==> src/rtl/dog_pkg.sv <==
// Shared types for the toy-dog button/speed front-end.
package dog_pkg;

   typedef logic [1:0] speed_t;

   localparam speed_t SPD_STOP = 2'd0;
   localparam speed_t SPD_SLOW = 2'd1;
   localparam speed_t SPD_MED  = 2'd2;
   localparam speed_t SPD_FAST = 2'd3;

   typedef enum logic [1:0] {
      BTN_IDLE,
      BTN_HELD,
      BTN_LONG
   } btn_state_t;

   // Short-press step; 2-bit wrap gives FAST -> STOP.
   function automatic speed_t speed_step(input speed_t s);
      return s + 2'd1;
   endfunction

endpackage

==> src/rtl/debounce_filter.sv <==
// Synchronises the raw active-low button and accepts a level change only
// after it has been stable for DEB_CYCLES cycles.
module debounce_filter #(
   parameter int SYNC_STAGES = 2,
   parameter int DEB_CYCLES  = 1_000_000
) (
   input  logic clk,
   input  logic rst_n,
   input  logic raw_n,
   output logic level,
   output logic rise_p,
   output logic fall_p
);

   localparam int CW = (DEB_CYCLES > 1) ? $clog2(DEB_CYCLES) : 1;

   logic [SYNC_STAGES-1:0] sync_q, sync_d;
   logic [CW-1:0]          cnt_q, cnt_d;
   logic                   level_q, level_d;
   logic                   btn_s;

   assign btn_s = sync_q[SYNC_STAGES-1];

   always_comb begin
      sync_d  = {sync_q[SYNC_STAGES-2:0], ~raw_n};
      cnt_d   = '0;
      level_d = level_q;
      // Any return to the accepted level restarts the stability window.
      if (btn_s != level_q) begin
         if (cnt_q == CW'(DEB_CYCLES - 1))
            level_d = btn_s;
         else
            cnt_d = cnt_q + 1'b1;
      end
   end

   always_ff @(posedge clk or negedge rst_n) begin
      if (!rst_n) begin
         sync_q  <= '0;
         cnt_q   <= '0;
         level_q <= 1'b0;
      end else begin
         sync_q  <= sync_d;
         cnt_q   <= cnt_d;
         level_q <= level_d;
      end
   end

   assign level  = level_q;
   assign rise_p = level_d & ~level_q;
   assign fall_p = ~level_d & level_q;

endmodule

==> src/rtl/speed_button_ctrl.sv <==
// Button front-end: debounced press classification (short/long) and the
// 2-bit speed register driving the clock selector and display.
module speed_button_ctrl
   import dog_pkg::*;
#(
   parameter int SYNC_STAGES = 2,
   parameter int DEB_CYCLES  = 1_000_000,
   parameter int LONG_CYCLES = 100_000_000
) (
   input  logic       clk,
   input  logic       rst_n,
   input  logic       en,
   input  logic       but_n,
   output logic [1:0] speed,
   output logic       spd_chg_p,
   output logic       act_rst_p,
   output logic       pressed
);

   localparam int HW = (LONG_CYCLES > 1) ? $clog2(LONG_CYCLES) : 1;

   btn_state_t    state_q, state_d;
   logic [HW-1:0] hold_q, hold_d;
   speed_t        speed_q, speed_d;
   logic          spd_chg_q, spd_chg_d;
   logic          act_rst;
   logic          rise_p, fall_p;

   debounce_filter #(
      .SYNC_STAGES (SYNC_STAGES),
      .DEB_CYCLES  (DEB_CYCLES)
   ) u_deb (
      .clk    (clk),
      .rst_n  (rst_n),
      .raw_n  (but_n),
      .level  (pressed),
      .rise_p (rise_p),
      .fall_p (fall_p)
   );

   always_comb begin
      state_d = state_q;
      hold_d  = hold_q;
      speed_d = speed_q;
      act_rst = 1'b0;
      if (!en) begin
         // Debouncer keeps tracking, so a button held across en rising
         // produces no rise edge and is ignored until released.
         state_d = BTN_IDLE;
         hold_d  = '0;
         speed_d = SPD_STOP;
      end else begin
         case (state_q)
            BTN_IDLE: if (rise_p) begin
               state_d = BTN_HELD;
               hold_d  = '0;
            end
            BTN_HELD: begin
               // Long detection wins over a release landing in the same cycle.
               if (hold_q == HW'(LONG_CYCLES - 1)) begin
                  act_rst = 1'b1;
                  speed_d = SPD_STOP;
                  state_d = fall_p ? BTN_IDLE : BTN_LONG;
               end else if (fall_p) begin
                  state_d = BTN_IDLE;
                  speed_d = speed_step(speed_q);
               end else begin
                  hold_d = hold_q + 1'b1;
               end
            end
            BTN_LONG: if (fall_p) state_d = BTN_IDLE;
            default:  state_d = BTN_IDLE;
         endcase
      end
      spd_chg_d = (speed_d != speed_q);
   end

   always_ff @(posedge clk or negedge rst_n) begin
      if (!rst_n) begin
         state_q   <= BTN_IDLE;
         hold_q    <= '0;
         speed_q   <= SPD_STOP;
         spd_chg_q <= 1'b0;
      end else begin
         state_q   <= state_d;
         hold_q    <= hold_d;
         speed_q   <= speed_d;
         spd_chg_q <= spd_chg_d;
      end
   end

   assign speed     = speed_q;
   assign spd_chg_p = spd_chg_q;
   assign act_rst_p = act_rst;

endmodule

==> config.mk <==
export PLATFORM = sky130hd
export DESIGN_NAME = speed_button_ctrl
export DESIGN_NICKNAME = d
export VERILOG_FILES = /design/src/rtl/dog_pkg.sv /design/src/rtl/debounce_filter.sv /design/src/rtl/speed_button_ctrl.sv
export SDC_FILE = /design/constraint.sdc
export NUM_CORES = 1
export LEC_CHECK = 0
export CORE_ASPECT_RATIO = 1.4
export CORE_MARGIN = 2
export CORE_UTILIZATION = 35
export CTS_CLUSTER_DIAMETER = 120
export DETAILED_ROUTE_END_ITERATION = 10
export MAX_ROUTING_LAYER = met4
export PLACE_DENSITY = 0.57
export REMOVE_ABC_BUFFERS = 1
export SETUP_SLACK_MARGIN = 0.1
export SLEW_MARGIN = 20
export SYNTH_ARGS = -nofsm -noshare
export SYNTH_HDL_FRONTEND = slang
export SYNTH_SLANG_ARGS = --single-unit
==> constraint.sdc <==
create_clock -name clk -period 3.3 [get_ports clk]
set_clock_uncertainty 0.2 [all_clocks]
set_input_delay 0.99 -clock clk [delete_from_list [all_inputs] [get_ports clk]]
set_output_delay 0.99 -clock clk [all_outputs]
set_load 0.05 [all_outputs]
# Word-level counts from Yosys, hierarchy flattened
# Cells that the tools add are included.
# totals
reg_bits	55
in_bits	4
output_inout_bits	5
word_cells	49
# op_classes
add_sub_neg	3
eq_ne	10
n_mux	22
bitwise	5
reduce_logical	2
# ops
cell	count
27-bit two-way mux	4
27-bit one-hot mux with 2 select lines	1
20-bit two-way mux	2
27-bit by 1-bit adder with 27-bit output (second input constant)	1
27-bit equality test (second input constant)	1
20-bit by 1-bit adder with 20-bit output (second input constant)	1
20-bit equality test (second input constant)	1
2-bit two-way mux	9
3-bit != test (second input constant)	3
2-bit one-hot mux with 3 select lines	1
1-bit two-way mux	5
4-bit AND reduction	1
3-bit by 1-bit != test with 1-bit output (second input constant)	1
1-bit inverter	3
2-bit by 1-bit adder with 2-bit output (second input constant)	1
1-bit bitwise AND	2
2-bit by 1-bit equality test with 1-bit output (second input constant)	1
2-bit equality test (second input constant)	1
2-bit logical NOT	1
2-bit != test	1
1-bit != test	1

# Longest topological paths before layout
# Gate-level depths: netlist of run 1.
# depth
word_depth	10
ltp_mapped	8
mapped_depth_nobuf	6

# Cells and area by module
# Synthesis of run 1 repeated with hierarchy kept, for this count alone.
# unflattened
cells_unflattened	334
hier_area_um2	3153.0
# modules_own_cells
module	instances	cells_each	area_per_inst_um2	seq_area_each_um2
speed_button_ctrl	1	221	1978.1	800.8
debounce_filter	1	113	1174.9	575.6

# Worst setup path before layout of run 1
# No wires, ideal clock.
# synth_timing
kind	register to output
from	reg hold_q[0]
to	out act_rst_p
arrival_time_ns	2.328
required_time_ns	2.110
setup_slack_ns	-0.218
path_stages_with_launch	7
n_path_buf	1
cell_sequence	dfrtp_1 ha_1 and3_1 nand2_1 or4_4 clkbuf_1 nor2_1
# synth_between
elab_chain_cells	4
# synth_rtl
element	line_no	source
from (decl)	speed_button_ctrl.sv:23	logic [HW-1:0] hold_q, hold_d;
from (signal assigned)	speed_button_ctrl.sv:86	hold_q <= hold_d;
27-bit equality test	speed_button_ctrl.sv:60	if (hold_q == HW'(LONG_CYCLES - 1)) begin
1-bit two-way mux	speed_button_ctrl.sv:60	
1-bit two-way mux	speed_button_ctrl.sv:53	case (state_q)
1-bit two-way mux	speed_button_ctrl.sv:46	if (!en) begin
to (decl)	speed_button_ctrl.sv:16	output logic act_rst_p,
# No other way between the ends.

# Final worst setup path of run 1
# layout_timing
from	reg hold_q[11]
to	out act_rst_p
# The elaborated chain is that of the path after synthesis.

==> results of run 1 <==
placed cells by master, fill, tap and decap left out, drive strengths merged, types with 9 or more instances in the layout:
master	count
dfrtp	55
nand2	35
nor2	33
buf	27
nand4	18
nand3	17
nand2b	16
mux2i	14
and4	11
nor3	10
xor2	10
a41oi	10
and3	10
xnor2	9
a31oi	9
final cells by class:
type                    count  area (um^2)  share of cell area
repair buffers             33          273              0.0741
clock buffers               6          139              0.0377
inverters                   6         22.5             0.00612
well taps                 107          134              0.0364
flip-flops and latches     55         1380               0.375
clock inverters             2         35.0             0.00952
multi-input cells         257         1700               0.461
worst max-delay path, cell delays in order (launching register included):
cell,delay [ns]
dfrtp_2,0.44
nor4_4,0.30
nand3_1,0.11
or4_4,0.56
nor2_4,0.16
buf_12,0.15
through the flow:
stage | setup WS [ns] | instances | setup TNS [ns] | power [mW]
6_report | 0.106 | 466 | 0 | 1.38
3_3_place_gp | 0.0825 | 449 | 0 | 0.776
5_1_grt | 0.0409 | 466 | 0 | 1.44
2_1_floorplan | -0.0779 | 318 | -0.0779 | 0.736
4_1_cts | 0.109 | 462 | 0 | 1.40
3_5_place_dp | 0.129 | 449 | 0 | 0.776
power by group through the flow:
stage / clock (mW) / combinational [mW] / sequential (mW)
after floorplan: 0 / 0.0253 / 0.711
after global placement: 0 / 0.0745 / 0.701
after detailed placement: 0 / 0.0752 / 0.701
after CTS: 0.639 / 0.0753 / 0.688
after global routing: 0.669 / 0.0825 / 0.689
final: 0.616 / 0.0736 / 0.688
kinds of logic after synthesis:
logic type,count (synthesis),synth area share
buf+inv,21,0.0393
fa+ha+maj,2,0.00794
xor+xnor,19,0.0528
mux,15,0.0480
flops,55,0.437
compound gates,48,0.112
simple gates,173,0.303
flip-flops by register name (all words and copies together), names as in the netlist:
signal / flops
hold_q: 27
u_deb.cnt_q: 20
speed: 2
state_q: 2
u_deb.sync_q: 2
spd_chg_p: 1
u_deb.level: 1
layer usage:
metal  track usage  part of all wire  up-vias
met3        0.0261             0.016        6
met5             -                 0        -
met1         0.181              0.43     1297
met4        0.0548             0.013        0
met2         0.292              0.54       14
li1              -                 -     1270
cell usage after synthesis, types with 5 or more instances:
| master | number |
|---|---|
| and3_1 | 10 |
| nor2_1 | 33 |
| xnor2_1 | 9 |
| and4_1 | 9 |
| nor3_1 | 10 |
| nand3_1 | 17 |
| a31oi_1 | 9 |
| mux2i_1 | 14 |
| nand2b_1 | 16 |
| nand4_1 | 18 |
| nand2_1 | 35 |
| a41oi_1 | 10 |
| o31ai_1 | 5 |
| xor2_1 | 10 |
| inv_1 | 5 |
| clkbuf_1 | 5 |
| buf_2 | 6 |
| dfrtp_1 | 55 |
what timing repair did:
action / 4_1_cts / 5_1_grt
pin swaps: 2 / 6
resized for setup: 7 / 5
buffers inserted: 5 / 4
setup endpoints to repair: 1 / 1
path summary, 6_finish.rpt:
check	to	startpoint	slack [ns]	cells after the start
hold reg to reg	u_deb.sync_q[1]$_DFF_PN0_	u_deb.sync_q[0]$_DFF_PN0_	0.15	0
min in group asynchronous	u_deb.cnt_q[15]$_DFF_PN0_	rst_n	0.50	1
setup reg to reg	hold_q[17]$_DFFE_PN0P_	u_deb.cnt_q[8]$_DFF_PN0_	0.65	6
hold / removal	u_deb.sync_q[1]$_DFF_PN0_	u_deb.sync_q[0]$_DFF_PN0_	0.15	0
setup / recovery	act_rst_p	hold_q[11]$_DFFE_PN0P_	0.11	5
max in group asynchronous	u_deb.sync_q[0]$_DFF_PN0_	rst_n	1.71	2
==> results.ini, run 1 <==
[routing]
remaining_drc_errors=0
antenna_left=0
vias=2587
firstDrtPassIters=5
routed_wl_mm=7.22
wire_per_inst_um=15.5
drt-initial-drc-count=96
via_per_inst=5.55

[timing]
worst_pin_slew_ns=0.695
slew_violations=0
grt_setup_unrepaired=true
fmax_mhz=313
fin_crit_sh=0.968
hold_viol=0
post-route-min-period_ns=3.19
whs_ns=0.153
relSlewSlack=0.533
setup_viol=0

[synthesis]
synth-edff-count=0
synthArstFlopShare=1.00
yosysSeqAreaShare=0.437
post_synth_instance_area_um2=3150
yosys-top-cells-area=dfrtp_1 (44%), mux2i_1 (4.4%), nand2_1 (4.2%)
ys_warn_count=0
synth_top_area_cell=dfrtp_1
ys_types=52
synth-main-ff-cell=dfrtp_1
syn_avg_cell_area_um2=9.46
netlist_instances=333
ys_ff_latch=55
yosysTopAreaCellShare=0.437

[floorplanning]
initial_core_util=0.355
core_area_um2=8870
ios=9
num_rows=41
die_x_um=84.2
die_h_um=116
die_area_um2=9790

[clock_network]
cts.sinks=55
cts-buffers-inserted=5
path_clk_slew_ns=0.07
tritoncts=yes
cts_max_path_buffers=2
cts_hold_buf=0
cts-root-buf=clkbuf_16
htreeDepth=2
clk_latency_ns=0.29

[place]
place_area_um2=3400
dp_hpwl_mm=5.12
port_buffers=8
place.gp.congestion=0.808

[critical_path]
crit_path_end_kind=output port
worst_setup_path_start_kind=flip-flop
worst-path-max-fanout=4
critical_path_class=reg2out
critPathRequiredTime_ns=2.11
critPathArrivalTime_ns=2.00

[grt]
groute.usage.overall=0.161
grt_pass1_vias=2552
grt_pass1_wl_mm=12.4
grt_max_degree=27
antenna_found_initial=0
overflow=0

[layout]
design_area_um2=3680
fin_util=0.415
layout.nets=364
area_growth_pct=16.8
antenna_cells=0
layout-drive-gt1-share=0.164
nFillCells=873

[power]
switchingPower_mw=0.295
pwr-share-seq=0.500
p_per_area_nw_per_um2=374
vdd_ir_drop_max_v=0.000269
power.leakage_nw=1.52
p_int_mw=1.08
p_comb_frac=0.053
swShare=0.214
p_clk_frac=0.447

[worst_hold_path]
hold_path_class=reg2reg

[run]
maxCapViolCount=0

[status]
status=completed

Note: power is estimated with default switching activity, not from simulation.
==> inputs of run 2 (changes only) <==
clock period = 3.7 ns   (was 3.3 ns; I/O delays follow)
==> results.ini, run 2 (synthesis gave the netlist of run 1 again) <==
[clock_network]
cts-buffers-inserted=5
cts_max_path_buffers=2
path_clk_slew_ns=0.07
cts-root-buf=clkbuf_16
post-cts-setup-buffers=0
tritoncts=yes
cts.sinks=55
cts_hold_buf=0
htreeDepth=2
clk_latency_ns=0.30

[floorplanning]
initial_core_util=0.355
core_area_um2=8870
die_x_um=84.2
num_rows=41
die_h_um=116
ios=9
die_area_um2=9790

[grt]
grt_pass1_wl_mm=12.2
groute.usage.overall=0.159
grt_pass1_vias=2511
overflow=0
antenna_found_initial=0
grt_max_degree=56

[layout]
final_cells=450
area_growth_pct=11.1
largest_register_ffs=27
nFillCells=874
final_common_cell=dfrtp_1
multiInputGateArea_um2=1670
largest_register=hold_q
layout.nets=348
layout-drive-gt1-share=0.108
seq_area_um2=1380
antenna_cells=0
top_regs=hold_q x27, u_deb.cnt_q x20
mostFrequentLayoutCells=dfrtp_1 (55), nand2_1 (35), nor2_1 (32)

[timing]
tns_ns=0
slew_violations=0
post-route-min-period_ns=3.46
hold_viol=0
fmax_mhz=289
grt_setup_unrepaired=false
setup_viol=0
worst_pin_slew_ns=0.876
relSlewSlack=0.413
fin_crit_sh=0.934

[critical_path]
critPathArrivalTime_ns=2.15
crit_path_end_kind=output port
worst_setup_path_start_kind=flip-flop
worst-r2r-cell-count=4
worst-path-max-fanout=6
critPathRequiredTime_ns=2.39
critical_path_class=reg2out

[place]
place_inst=442
port_buffers=8
dp_hpwl_mm=4.92
place.gp.congestion=0.774

[run]
maxCapViolCount=0

[power]
vdd_ir_drop_max_v=0.000202
p_total_mw=1.16
power.leakage_nw=1.41
p_per_area_nw_per_um2=330

[routing]
antenna_left=0
firstDrtPassIters=4
vias=2497
via_per_inst=5.55
remaining_drc_errors=0
wire_per_inst_um=15.7
drt-initial-drc-count=141
routed_wl_mm=7.06

[worst_hold_path]
hold_path_depth=0
hold_path_class=reg2reg

[status]
status=completed

==> run 2: cell count changes in the layout (fill, tap and decap cells not counted), sizes merged <==
cell	delta
inv	+1
clkinv	-1
clkbuf	-1
buf	-16
bufinv	-1
clkinvlp	+2
==> run 2: what timing repair did <==
| item | CTS | global route |
|---|---|---|
| setup endpoints to repair | 1 | 1 |
| pin swaps | 0 | 0 |
| gates resized for setup | 1 | 2 |
==> run 2: layer usage <==
layer	vias to the layer above	wire length, um	share of wire	global-route usage
li1	1246	-	-	-
met1	1206	3120	0.44	0.188
met2	33	3570	0.51	0.271
met3	12	213	0.030	0.0297
met4	0	150	0.021	0.0613
met5	-	0	0	-
==> run 2: cell type report <==
class                   count  area share
well taps                 107      0.0382
inverters                   6     0.00643
repair buffers             17      0.0436
flip-flops and latches     55       0.393
clock inverters             3     0.00679
multi-input cells         257       0.476
clock buffers               5      0.0357
==> run 2: power by group <==
group          internal [mW]  switching [mW]
Combinational         0.0175          0.0432
Clock                  0.254           0.227
Sequential             0.607         0.00653
Total                  0.878           0.277
==> run 2: worst max-delay path, cell delays in order, from the launching register on <==
cell,delay [ns]
dfrtp_1,0.40
ha_1,0.20
and3_2,0.24
nand2_1,0.13
or4_4,0.58
nor2_4,0.16
buf_12,0.15
==> run 2: final timing paths <==
check / from / to / slack [ns]
worst min register to register: u_deb.sync_q[0]$_DFF_PN0_ / u_deb.sync_q[1]$_DFF_PN0_ / 0.15
worst max-delay path: hold_q[0]$_DFFE_PN0P_ / act_rst_p / 0.24
max in group asynchronous: rst_n / state_q[1]$_DFFE_PN0N_ / 2.09
min in group asynchronous: rst_n / hold_q[22]$_DFFE_PN0P_ / 0.75
worst max register to register: u_deb.cnt_q[6]$_DFF_PN0_ / spd_chg_p$_DFF_PN0_ / 0.87
worst min-delay path: u_deb.sync_q[0]$_DFF_PN0_ / u_deb.sync_q[1]$_DFF_PN0_ / 0.15
==> run 2: per-stage QoR <==
stage,utilization,cell area (um^2),hold WS (ns),setup slack (ns)
after CTS,0.394,3490,0.159,0.153
after detailed placement,0.377,3340,0.142,0.248
after floorplan,-,3050,0.131,0.202
after global routing,0.394,3500,0.164,0.134
final,0.394,3500,0.155,0.243
after global placement,0.377,3340,0.136,0.233
